## config.mk

```make
export PLATFORM = sky130hd
export DESIGN_NAME = multichannel_spike_binner
export DESIGN_NICKNAME = d
export VERILOG_FILES = /design/src/rtl/neural_pkg.sv /design/src/rtl/spike_bin_ctr.sv /design/src/rtl/multichannel_spike_binner.sv
export SDC_FILE = /design/constraint.sdc
export NUM_CORES = 1
export LEC_CHECK = 0
export CAP_MARGIN = 0
export CORE_MARGIN = 2
export CORE_UTILIZATION = 40
export CTS_CLUSTER_DIAMETER = 200
export DETAILED_ROUTE_END_ITERATION = 12
export GPL_TIMING_DRIVEN = 1
export PLACE_DENSITY = 0.6
export SYNTH_ARGS = -nofsm -noshare
export SYNTH_HDL_FRONTEND = slang
export SYNTH_SLANG_ARGS = --single-unit
```

## constraint.sdc

```tcl
create_clock -name clk -period 9.26 [get_ports clk]
set_input_delay 2.315 -clock clk [delete_from_list [all_inputs] [get_ports clk]]
set_output_delay 2.315 -clock clk [all_outputs]
set_load 0.02 [all_outputs]
```

## src/rtl/neural_pkg.sv

```systemverilog
// Shared defaults and FSM encoding for the neural spike binning path.
// Consumed by the spike binner top and its per-channel accumulators.
package neural_pkg;

    localparam int unsigned DEF_NUM_CH     = 8;
    localparam int unsigned DEF_CNT_W      = 8;
    localparam int unsigned DEF_BIN_LEN    = 1500;
    localparam int unsigned DEF_WARMUP_CYC = 150000;
    localparam int unsigned FRAME_IDX_W    = 16;
    localparam int unsigned DROP_CNT_W     = 16;

    typedef enum logic {
        IDLE = 1'b0,
        SEND = 1'b1
    } bin_state_t;

endpackage

```

## src/rtl/spike_bin_ctr.sv

```systemverilog
// Per-channel saturating spike accumulator.
// closed_c is the value the bin would close with this cycle, including this cycle's spike.
module spike_bin_ctr
    import neural_pkg::*;
#(
    parameter int unsigned CNT_W = DEF_CNT_W
) (
    input  logic             clk,
    input  logic             rst_n,
    input  logic             accept,
    input  logic             close,
    output logic [CNT_W-1:0] closed_c
);

    localparam logic [CNT_W-1:0] CNT_MAX = '1;

    logic [CNT_W-1:0] acc;

    always_comb begin
        closed_c = acc;
        if (accept && (acc != CNT_MAX)) begin
            closed_c = acc + 1'b1;
        end
    end

    // A closing boundary hands closed_c to the top and restarts the bin from zero.
    always_ff @(posedge clk) begin
        if (!rst_n) begin
            acc <= '0;
        end else if (close) begin
            acc <= '0;
        end else begin
            acc <= closed_c;
        end
    end

endmodule

```

## src/rtl/multichannel_spike_binner.sv

```systemverilog
// Bins gated spikes per channel over fixed-length windows and streams each closed
// frame as NUM_CH valid/ready beats, dropping new bins while a frame is still draining.
module multichannel_spike_binner
    import neural_pkg::*;
#(
    parameter int unsigned NUM_CH     = DEF_NUM_CH,
    parameter int unsigned CNT_W      = DEF_CNT_W,
    parameter int unsigned BIN_LEN    = DEF_BIN_LEN,
    parameter int unsigned WARMUP_CYC = DEF_WARMUP_CYC,
    parameter int unsigned CH_W       = $clog2(NUM_CH)
) (
    input  logic                   clk,
    input  logic                   rst_n,
    input  logic [NUM_CH-1:0]      spike_in,
    input  logic [NUM_CH-1:0]      ch_en,
    output logic                   warm_done,
    output logic                   out_valid,
    input  logic                   out_ready,
    output logic [CH_W-1:0]        out_ch,
    output logic [CNT_W-1:0]       out_count,
    output logic                   out_last,
    output logic [FRAME_IDX_W-1:0] bin_idx,
    output logic                   overrun,
    output logic [DROP_CNT_W-1:0]  drop_cnt
);

    localparam int unsigned BIN_W     = $clog2(BIN_LEN);
    localparam int unsigned WU_W      = $clog2(WARMUP_CYC + 2);
    localparam logic [BIN_W-1:0] BIN_LAST = BIN_W'(BIN_LEN - 1);
    localparam logic [WU_W-1:0]  WU_TGT   = WU_W'(WARMUP_CYC);
    localparam logic [CH_W-1:0]  PTR_LAST = CH_W'(NUM_CH - 1);

    logic [WU_W-1:0]   wu_cnt;
    logic [WU_W-1:0]   wu_next;
    logic [BIN_W-1:0]  timer;
    logic              boundary;
    logic              warm_bnd;
    logic              hs;
    logic [NUM_CH-1:0] accept;
    logic [CNT_W-1:0]  closed [NUM_CH];
    logic [CNT_W-1:0]  shadow [NUM_CH];

    bin_state_t        state;
    bin_state_t        state_n;
    logic [CH_W-1:0]   ptr;
    logic [CH_W-1:0]   ptr_n;
    logic              load;
    logic              frame_done;
    logic              drop;

    assign boundary = (timer == BIN_LAST);
    assign warm_bnd = boundary && warm_done;
    assign hs       = out_valid && out_ready;
    assign accept   = spike_in & ch_en & {NUM_CH{warm_done}};
    assign out_ch   = ptr;

    // Warmup saturates at its target; the bin timer free-runs regardless of warmup.
    always_comb begin
        wu_next = wu_cnt;
        if (wu_cnt != WU_TGT) begin
            wu_next = wu_cnt + 1'b1;
        end
    end

    always_ff @(posedge clk) begin
        if (!rst_n) begin
            wu_cnt    <= '0;
            warm_done <= 1'b0;
            timer     <= '0;
        end else begin
            wu_cnt    <= wu_next;
            warm_done <= (wu_next == WU_TGT);
            timer     <= (timer == BIN_LAST) ? '0 : timer + 1'b1;
        end
    end

    for (genvar g = 0; g < NUM_CH; g++) begin : g_ch
        spike_bin_ctr #(
            .CNT_W (CNT_W)
        ) u_ctr (
            .clk      (clk),
            .rst_n    (rst_n),
            .accept   (accept[g]),
            .close    (boundary),
            .closed_c (closed[g])
        );
    end

    // Frame sequencer: a final handshake coinciding with a warm boundary chains straight into the next frame.
    always_comb begin
        state_n    = state;
        ptr_n      = ptr;
        load       = 1'b0;
        frame_done = 1'b0;
        drop       = 1'b0;
        unique case (state)
            IDLE: begin
                if (warm_bnd) begin
                    load    = 1'b1;
                    ptr_n   = '0;
                    state_n = SEND;
                end
            end
            SEND: begin
                if (hs && (ptr == PTR_LAST)) begin
                    frame_done = 1'b1;
                    ptr_n      = '0;
                    if (warm_bnd) begin
                        load = 1'b1;
                    end else begin
                        state_n = IDLE;
                    end
                end else begin
                    if (hs) begin
                        ptr_n = ptr + 1'b1;
                    end
                    drop = warm_bnd;
                end
            end
            default: begin
                state_n = IDLE;
                ptr_n   = '0;
            end
        endcase
    end

    always_ff @(posedge clk) begin
        if (!rst_n) begin
            state     <= IDLE;
            ptr       <= '0;
            out_valid <= 1'b0;
            out_count <= '0;
            out_last  <= 1'b0;
            bin_idx   <= '0;
            overrun   <= 1'b0;
            drop_cnt  <= '0;
        end else begin
            state     <= state_n;
            ptr       <= ptr_n;
            out_valid <= (state_n == SEND);
            out_count <= load ? closed[0] : shadow[ptr_n];
            out_last  <= (state_n == SEND) && (ptr_n == PTR_LAST);
            overrun   <= drop;
            if (frame_done) begin
                bin_idx <= bin_idx + 1'b1;
            end
            if (drop && (drop_cnt != '1)) begin
                drop_cnt <= drop_cnt + 1'b1;
            end
        end
    end

    // Shadow bank holds the frame being streamed; dropped bins never touch it.
    always_ff @(posedge clk) begin
        if (!rst_n) begin
            for (int i = 0; i < NUM_CH; i++) begin
                shadow[i] <= '0;
            end
        end else if (load) begin
            for (int i = 0; i < NUM_CH; i++) begin
                shadow[i] <= closed[i];
            end
        end
    end

endmodule

```

==> out/qor.yml, run 1 <==
synth_cells: 979
p_per_area_nw_per_um2: 178.2
synth_edf_count: 64
yosysUniqueCellTypes: 64
r2r_cells: 10
cp.arrival_ns: 5.30
hp-class: "reg -> reg"
synth_area_leaders: "dfxtp_1, edfxtp_1, nor2_1, xnor2_1, xor2_1"
drtIter0Drc: 468
vias: 7027
status: "finished, final reports clean"
htreeDepth: 1
final-hold-violation-count: 0
whs_endpoint: "timer[0]"
setup_viol: 0
synth_common_cells: "nor2_1, dfxtp_1, edfxtp_1, nand2_1"
synth.avg_cell_area_um2: 9.455
power.total_mw: 1.949
clkTransAtPathRegs_ns: 0.06
multi_input_area_um2: 4272
grt_overflow: 0
grt.met3_usage_pct: 2.333
finalSetupTns_ns: 0
antenna_found_initial: 0
core_um2: 22710
pin_count: 66
hpwlAfterDp_mm: 14.28
holdBufCountCts: 0
post-route-period-util_pct: 53.23
worstPathRequired_ns: 9.64
insertion_delay_ns: 0.53
fin_nets: 1063
cts_buffers: 23
min_from: "timer[0]"
gp_congestion: 0.7947
cts_setup_buffers: 0
relSlewSlack_pct: 24.91
fin_skew_ns: 0.02649
grt_pass1_vias: 6534
track_usage_pct: 17.18
n_antenna_cell: 0
fp.dieW_um: 156.1
die-area_um2: 24370
synth.largest_area_cell: "dfxtp_1"
r2r_setup_slack_ns: 5.97
synth_warnings: 0
crit_fanout: 68
netlist_area_um2: 9256
worstMarginPinSlew_ns: 1.126
synth_top_area_share_pct: 30.28
grt_max_degree: 69
antenna_left: 0
cap_viol_max_count: 0
cp-start-kind: "primary input"
dpl_worst_slack_ns: 3.809
ir_drop_v: 0.00009885
r2r-start: "out_ch[0]"
critical_path_class: "in -> reg"
die_y_um: 156.1
layout-drive-gt1-share_pct: 5.927
areaGrowthSynthToFinish_pct: 18.15
end_kind: "flip-flop"
reg2reg_to: "out_count[6]"
syn_nets: 1013
yosysMostFrequentCell: "nor2_1"
async_flop_share_pct: 0
ctsResizeCount: 0
synth_ff_type: "dfxtp_1"
regArea_um2: 4725
cts_sinks: 204
dr.pass1.iters: 5
leakage_nw: 3.696
setup_ws_ns: 4.331
tritoncts: "done"
rsz0062_at_grt: "false"
clockBufferDepth: 3
wirelength_mm: 20.78
fin_util_pct: 48.16
ys_seq_area_share_pct: 51.04
n_fill_cell: 2127
drv_slew: 0
start_util_pct: 40.76
period_needed_ns: 4.929
met1_usage_pct: 24.07
port_buffers: 65
routedWlPerCell_um: 15.61
root_buffer: "clkbuf_16"
ys_ff_latch: 204
via_per_inst: 5.279
fmax_mhz: 202.9
rows: 55
grt_pass1_wl_mm: 34.04
drc: 0
min_path_cells: 1
grt_use_met2_pct: 27.73
gr-max-usage-layer: "met2"
==> sequential cells by signal, indices dropped and copies added, names as in the netlist <==
register,count
bin_idx,16
drop_cnt,16
g_ch.u_ctr.acc,64
out_ch,3
out_count,8
out_last,1
overrun,1
shadow,64
state,1
timer,11
warm_done,1
wu_cnt,18
==> critical path: stages <==
cell and delay (ns):
clkdlybuf4s50_1 0.87, a21oi_1 0.24, or4_1 0.64, nand2_2 0.13, buf_4 0.64, nor2_1 0.16, a2bb2oi_1 0.18, o22ai_1 0.09
==> placed cells by master (no fill, tap or decap), drive strengths merged, types with 15 or more instances in the layout <==
master         count
clkbuf            27
edfxtp            64
dfxtp            140
nand2             56
o21ai             29
nor2             217
clkdlybuf4s50     65
nand3             46
inv               29
xor2              51
nand4             33
xnor2             51
a21oi             32
ha                15
mux2i             22
and3              21
nor3              22
==> metal layers <==
layer	vias to the layer above	wire [um]
li1	3553	-
met4	0	509
met5	-	0
met3	40	835
met2	156	9423
met1	3278	10010
==> layout make-up <==
cell class,count,area share [%]
multi-input cells,707,39.06
well taps,285,3.261
clock buffers,27,5.869
clock inverters,15,1.499
inverters,22,0.7551
repair buffers,71,6.361
flip-flops and latches,204,43.20
==> worst max-delay path by stage <==
stage	from	cells after the start	slack, ns	endpoint
2_1_floorplan	out_ready	6	4.25	out_count[6]
3_3_place_gp	out_ready	8	3.90	out_count[6]
3_5_place_dp	out_ready	8	3.81	out_count[6]
4_1_cts	out_ready	8	4.37	out_count[6]
5_1_grt	out_ready	8	4.11	out_count[6]
6_report	out_ready	8	4.33	out_count[6]
==> stage by stage <==
stage                     cell area, um^2  hold WS, ns  std cells
after floorplan                      9256       0.4176        979
after global placement              10130       0.4281       1289
after detailed placement            10130       0.4389       1289
after CTS                           10940       0.4510       1331
after global routing                10940       0.4898       1331
final                               10940       0.4529       1331
==> power by group <==
group | switching [mW] | internal (mW) | total (mW)
Clock | 0.404 | 0.543 | 0.947
Sequential | 0.0106 | 0.938 | 0.949
Combinational | 0.0319 | 0.0217 | 0.0536
==> kinds of logic (layout without fill, tap and decap cells) <==
family | count (synthesis) | count (layout) | synth area share (%)
compound gates | 119 | 119 | 8.813
xor+xnor | 102 | 102 | 9.651
fa+ha+maj | 15 | 15 | 2.028
buf+inv | 68 | 135 | 2.920
flops | 204 | 204 | 51.04
mux | 28 | 28 | 3.109
simple gates | 443 | 443 | 22.44
Note: power is estimated with default switching activity, not from simulation.
==> run 2: changes to the inputs <==
Settings changed: PLACE_DENSITY 0.6 to 0.62.
Clock period 9.26 ns to 4.1 ns, I/O delays scaled along.
==> run 2 against run 1 <==
Global-route usage hardly changed. Clock power rose by 120%. Register-to-register slack lost 4.8 ns. Sequential power grew 130%. Clock skew is 0.0064 ns lower. Largest cell class unchanged.
==> out/qor.yml, run 2 (synthesis gave the netlist of run 1 again) <==
ctsResizeCount: 0
setup_viol: 0
grt_max_degree: 36
hp-class: "reg -> reg"
n_antenna_cell: 0
final-hold-violation-count: 0
layout-drive-gt1-share_pct: 6.262
critical_path_class: "reg -> out"
min_path_cells: 1
die-area_um2: 24370
fin_skew_ns: 0.02012
worstMarginPinSlew_ns: 0.9808
track_usage_pct: 17.23
port_buffers: 65
dpl_worst_slack_ns: 0.6969
placed_area_um2: 10240
instances_no_fill: 1339
fp.dieW_um: 156.1
crit_path_cell_trace: "clkdlybuf4s50_1"
die_y_um: 156.1
grt_pass1_wl_mm: 34.05
crit_fanout: 27
cpPeakStageDelay_ns: 0.85
drtIter0Drc: 514
leakage_nw: 3.747
r2r_cells: 6
p_per_area_nw_per_um2: 395.9
hpwlAfterDp_mm: 14.69
final_common_cell: "nor2_1"
clockBufferDepth: 3
areaGrowthSynthToFinish_pct: 18.96
cts_sinks: 204
pin_count: 66
post-route-period-util_pct: 77.11
crit_buf_inv: 1
fin_nets: 1074
gp_congestion: 0.8340
final_cell_mix: "nor2_1, dfxtp_1, clkdlybuf4s50_1"
wirelength_mm: 20.95
internal_power_mw: 3.450
combPwrFrac_pct: 2.9
reg.largest.list: "g_ch.u_ctr.acc (64), shadow (64), wu_cnt (18)"
power.total_mw: 4.360
root_buffer: "clkbuf_16"
drv_slew: 0
antenna_left: 0
rsz0062_at_grt: "false"
vias: 7024
grt_pass1_vias: 6696
cp-start-kind: "flip-flop"
finalSetupTns_ns: 0
setup_ws_ns: 0.9384
tritoncts: "done"
via_per_inst: 5.246
status: "finished, final reports clean"
grt_overflow: 0
clkTransAtPathRegs_ns: 0.06
fin_area_um2: 11010
cp.arrival_ns: 2.14
dr.pass1.iters: 5
worstPathRequired_ns: 3.07
htreeDepth: 1
insertion_delay_ns: 0.50
fmax_mhz: 316.3
rows: 55
cts_buffers: 23
p_switching_mw: 0.9100
p_seq_share_pct: 49.2
cp_top_family: "flip-flops"
holdBufCountCts: 0
worst_path_max_delay_cell: "dfxtp_1"
cts_setup_buffers: 0
ir_drop_v: 0.0002311
crit_cells: 1
clockPowerShare_pct: 47.8
period_needed_ns: 3.162
dp_cells: 1300
start_util_pct: 40.76
cap_viol_max_count: 0
drc: 0
routedWlPerCell_um: 15.64
end_kind: "output port"
core_um2: 22710
relSlewSlack_pct: 34.60
antenna_found_initial: 0
swShare_pct: 20.87
run 2: through the flow:
step	hold WS, ns	util, %
after floorplan	0.4176	-
after global placement	0.4270	45.09
after detailed placement	0.4430	45.09
after CTS	0.4526	48.49
after global routing	0.4780	48.49
final	0.4528	48.49
run 2: power groups by stage:
stage | combinational (mW) | sequential [mW] | clock (mW)
6_report | 0.128 | 2.15 | 2.09
5_1_grt | 0.141 | 2.15 | 2.22
4_1_cts | 0.130 | 2.15 | 2.13
3_5_place_dp | 0.130 | 2.19 | 0
3_3_place_gp | 0.127 | 2.19 | 0
2_1_floorplan | 0.0688 | 2.18 | 0
run 2: path summary, 6_finish.rpt:
check / startpoint / endpoint / slack, ns
max: state / out_valid / 0.94
min: timer[0] / timer[0] / 0.45
max reg2reg: out_ch[1] / shadow[3][3] / 1.14
min reg2reg: timer[0] / timer[0] / 0.45
run 2: routing by layer:
metal / GRT usage (%) / wire length (um) / vias to the layer above / share of wire, %
li1: - / - / 3572 / -
met1: 24.12 / 10230 / 3271 / 49
met2: 27.37 / 9355 / 144 / 45
met3: 2.639 / 737 / 37 / 3.5
met4: 5.592 / 625 / 0 / 3.0
met5: 0 / 0 / - / 0
run 2: cell type report:
cell class                      instances  area [um^2]
Tap cell                              285        356.6
Clock inverter                          9        107.6
Sequential cell                       204         4725
Fill cell                            2144        11700
Inverter                               22        82.58
Timing Repair Buffer                   82        803.3
Clock buffer                           30        665.6
Multi-Input combinational cell        707         4272
==> run 3: changes to the inputs <==
Settings changed: PLACE_DENSITY 0.62 to 0.6.
Clock period 4.1 ns to 3.3 ns, I/O delays scaled along.
==> run 3 against run 2 <==
Final cell count up 0.82%. Clock power up 23%. Worst hold slack worse by 0.0057 ns. Non-clock buffer count up 10. Highest routed layer unchanged. Clock-buffer cell count down 2. Routed wire length up 0.17%. Die area unchanged. Core utilization up 0.24 points. Via count up 0.73%. Total power up 24%. Flip-flop and latch count unchanged.
==> out/qor.yml, run 3 (synthesis gave the netlist of run 1 again) <==
finalSetupTns_ns: 0
met1_usage_pct: 24.02
setup_viol: 0
reg2reg_to: "out_count[4]"
leakage_nw: 3.778
routedWlPerCell_um: 15.54
hpwlAfterDp_mm: 14.92
reg.largest.list: "g_ch.u_ctr.acc (64), shadow (64), wu_cnt (18)"
holdBufCountCts: 0
multi_input_area_um2: 4272
dr.pass1.iters: 4
post-route-period-util_pct: 83.83
wirelength_mm: 20.98
r2r_cells: 8
fin_util_pct: 48.73
areaGrowthSynthToFinish_pct: 19.56
drv_slew: 0
fmax_mhz: 361.5
worstMarginPinSlew_ns: 1.079
vias: 7075
drtIter0Drc: 426
gp_congestion: 0.8557
p_per_area_nw_per_um2: 488.5
cts_buffers: 22
regArea_um2: 4725
ctsResizeCount: 0
grt_pass1_wl_mm: 34.24
dpl_worst_slack_ns: 0.2066
grt_pass1_vias: 6669
n_antenna_cell: 0
track_usage_pct: 17.38
worst_path_max_delay_cell: "o21ai_2"
min_path_cells: 1
root_buffer: "clkbuf_16"
final_common_cell: "nor2_1"
swShare_pct: 20.70
die_y_um: 156.1
rows: 55
relSlewSlack_pct: 27.81
clockPowerShare_pct: 47.7
combPwrFrac_pct: 3.0
die-area_um2: 24370
via_per_inst: 5.241
cts_setup_buffers: 0
final-hold-violation-count: 0
worstPathRequired_ns: 3.69
fin_nets: 1083
layout-drive-gt1-share_pct: 6.667
rsz0062_at_grt: "false"
p_seq_share_pct: 49.3
min_from: "timer[0]"
grt_max_degree: 47
insertion_delay_ns: 0.51
gr-max-usage-layer: "met2"
pin_count: 66
whs_endpoint: "timer[0]"
fp.dieW_um: 156.1
p_switching_mw: 1.119
port_buffers: 65
setup_ws_ns: 0.5335
critical_path_class: "reg -> reg"
grt_overflow: 0
crit_path_cell_trace: "ha_1, and4bb_1, and4_1, o21ai_2, mux2i_1, mux2_2, a21oi_1, o31a_1"
cp-start-kind: "flip-flop"
r2r_setup_slack_ns: 0.53
clockBufferDepth: 3
fin_skew_ns: 0.007850
period_needed_ns: 2.766
htreeDepth: 1
status: "finished, final reports clean"
ir_drop_v: 0.0004117
cpPeakStageDelay_ns: 0.71
r2r-start: "timer[0]"
tritoncts: "done"
cp.arrival_ns: 3.16
start_util_pct: 40.76
cts_sinks: 204
grt_use_met2_pct: 28.00
antenna_left: 0
hold_slack_ns: 0.4471
hp-class: "reg -> reg"
crit_fanout: 14
drc: 0
internal_power_mw: 4.288
core_um2: 22710
cap_viol_max_count: 0
grt.met3_usage_pct: 2.556
antenna_found_initial: 0
n_fill_cell: 2124
end_kind: "flip-flop"
clkTransAtPathRegs_ns: 0.06
final_cell_mix: "nor2_1, dfxtp_1, clkdlybuf4s50_1"
[run 3: cell types whose count changed in the layout (fill, tap and decap cells not counted)]
cell | before | now
inv_8 | 1 | 0
bufinv_16 | 2 | 4
clkinv_1 | 1 | 6
clkbuf_16 | 26 | 23
buf_4 | 15 | 25
inv_6 | 1 | 0
clkbuf_1 | 4 | 5
clkinv_2 | 4 | 1
clkinvlp_4 | 1 | 2
[run 3: worst max-delay path by stage]
stage / cells past startpoint / to / start
final: 8 / out_count[4] / timer[0]
after global routing: 8 / out_count[1] / timer[0]
after CTS: 8 / out_count[4] / timer[0]
after detailed placement: 7 / out_count[7] / out_ready
after global placement: 7 / out_count[7] / out_ready
after floorplan: 9 / out_count[6] / out_ch[1]
[run 3: cell type report]
class                   count  share of cell area, %
inverters                  22                 0.7462
clock buffers              28                  5.370
well taps                 285                  3.222
repair buffers             92                  7.937
multi-input cells         707                  38.60
flip-flops and latches    204                  42.69
clock inverters            12                  1.436
[run 3: worst max-delay path, delay by kind of cell, from the launching register on]
| kind | cells | cell delay, ns |
|---|---|---|
| adders and majority gates | 1 | 0.25 |
| AOI/OAI and AO/OA | 3 | 1.04 |
| DFF | 1 | 0.32 |
| and+or+nand+nor | 2 | 0.59 |
| muxes | 2 | 0.45 |
[run 3: layer usage]
metal / vias to the layer above / part of all wire, % / wire length, um
li1: 3581 / - / -
met1: 3324 / 49 / 10250
met2: 131 / 44 / 9290
met3: 39 / 4.1 / 855
met4: 0 / 2.8 / 584
met5: - / 0 / 0
[run 3: power by group through the flow]
stage / clock, mW / combinational (mW) / sequential (mW)
2_1_floorplan: 0 / 0.0856 / 2.71
3_3_place_gp: 0 / 0.160 / 2.72
3_5_place_dp: 0 / 0.162 / 2.72
4_1_cts: 2.64 / 0.162 / 2.67
5_1_grt: 2.72 / 0.178 / 2.67
6_report: 2.58 / 0.160 / 2.67
[run 3: per-stage QoR]
stage	cells	power, mW	cell area, um^2
floorplan	979	2.797	9259
global placement	1310	2.882	10310
detailed placement	1310	2.881	10310
CTS	1350	5.467	11070
global route	1350	5.573	11070
finish	1350	5.407	11070
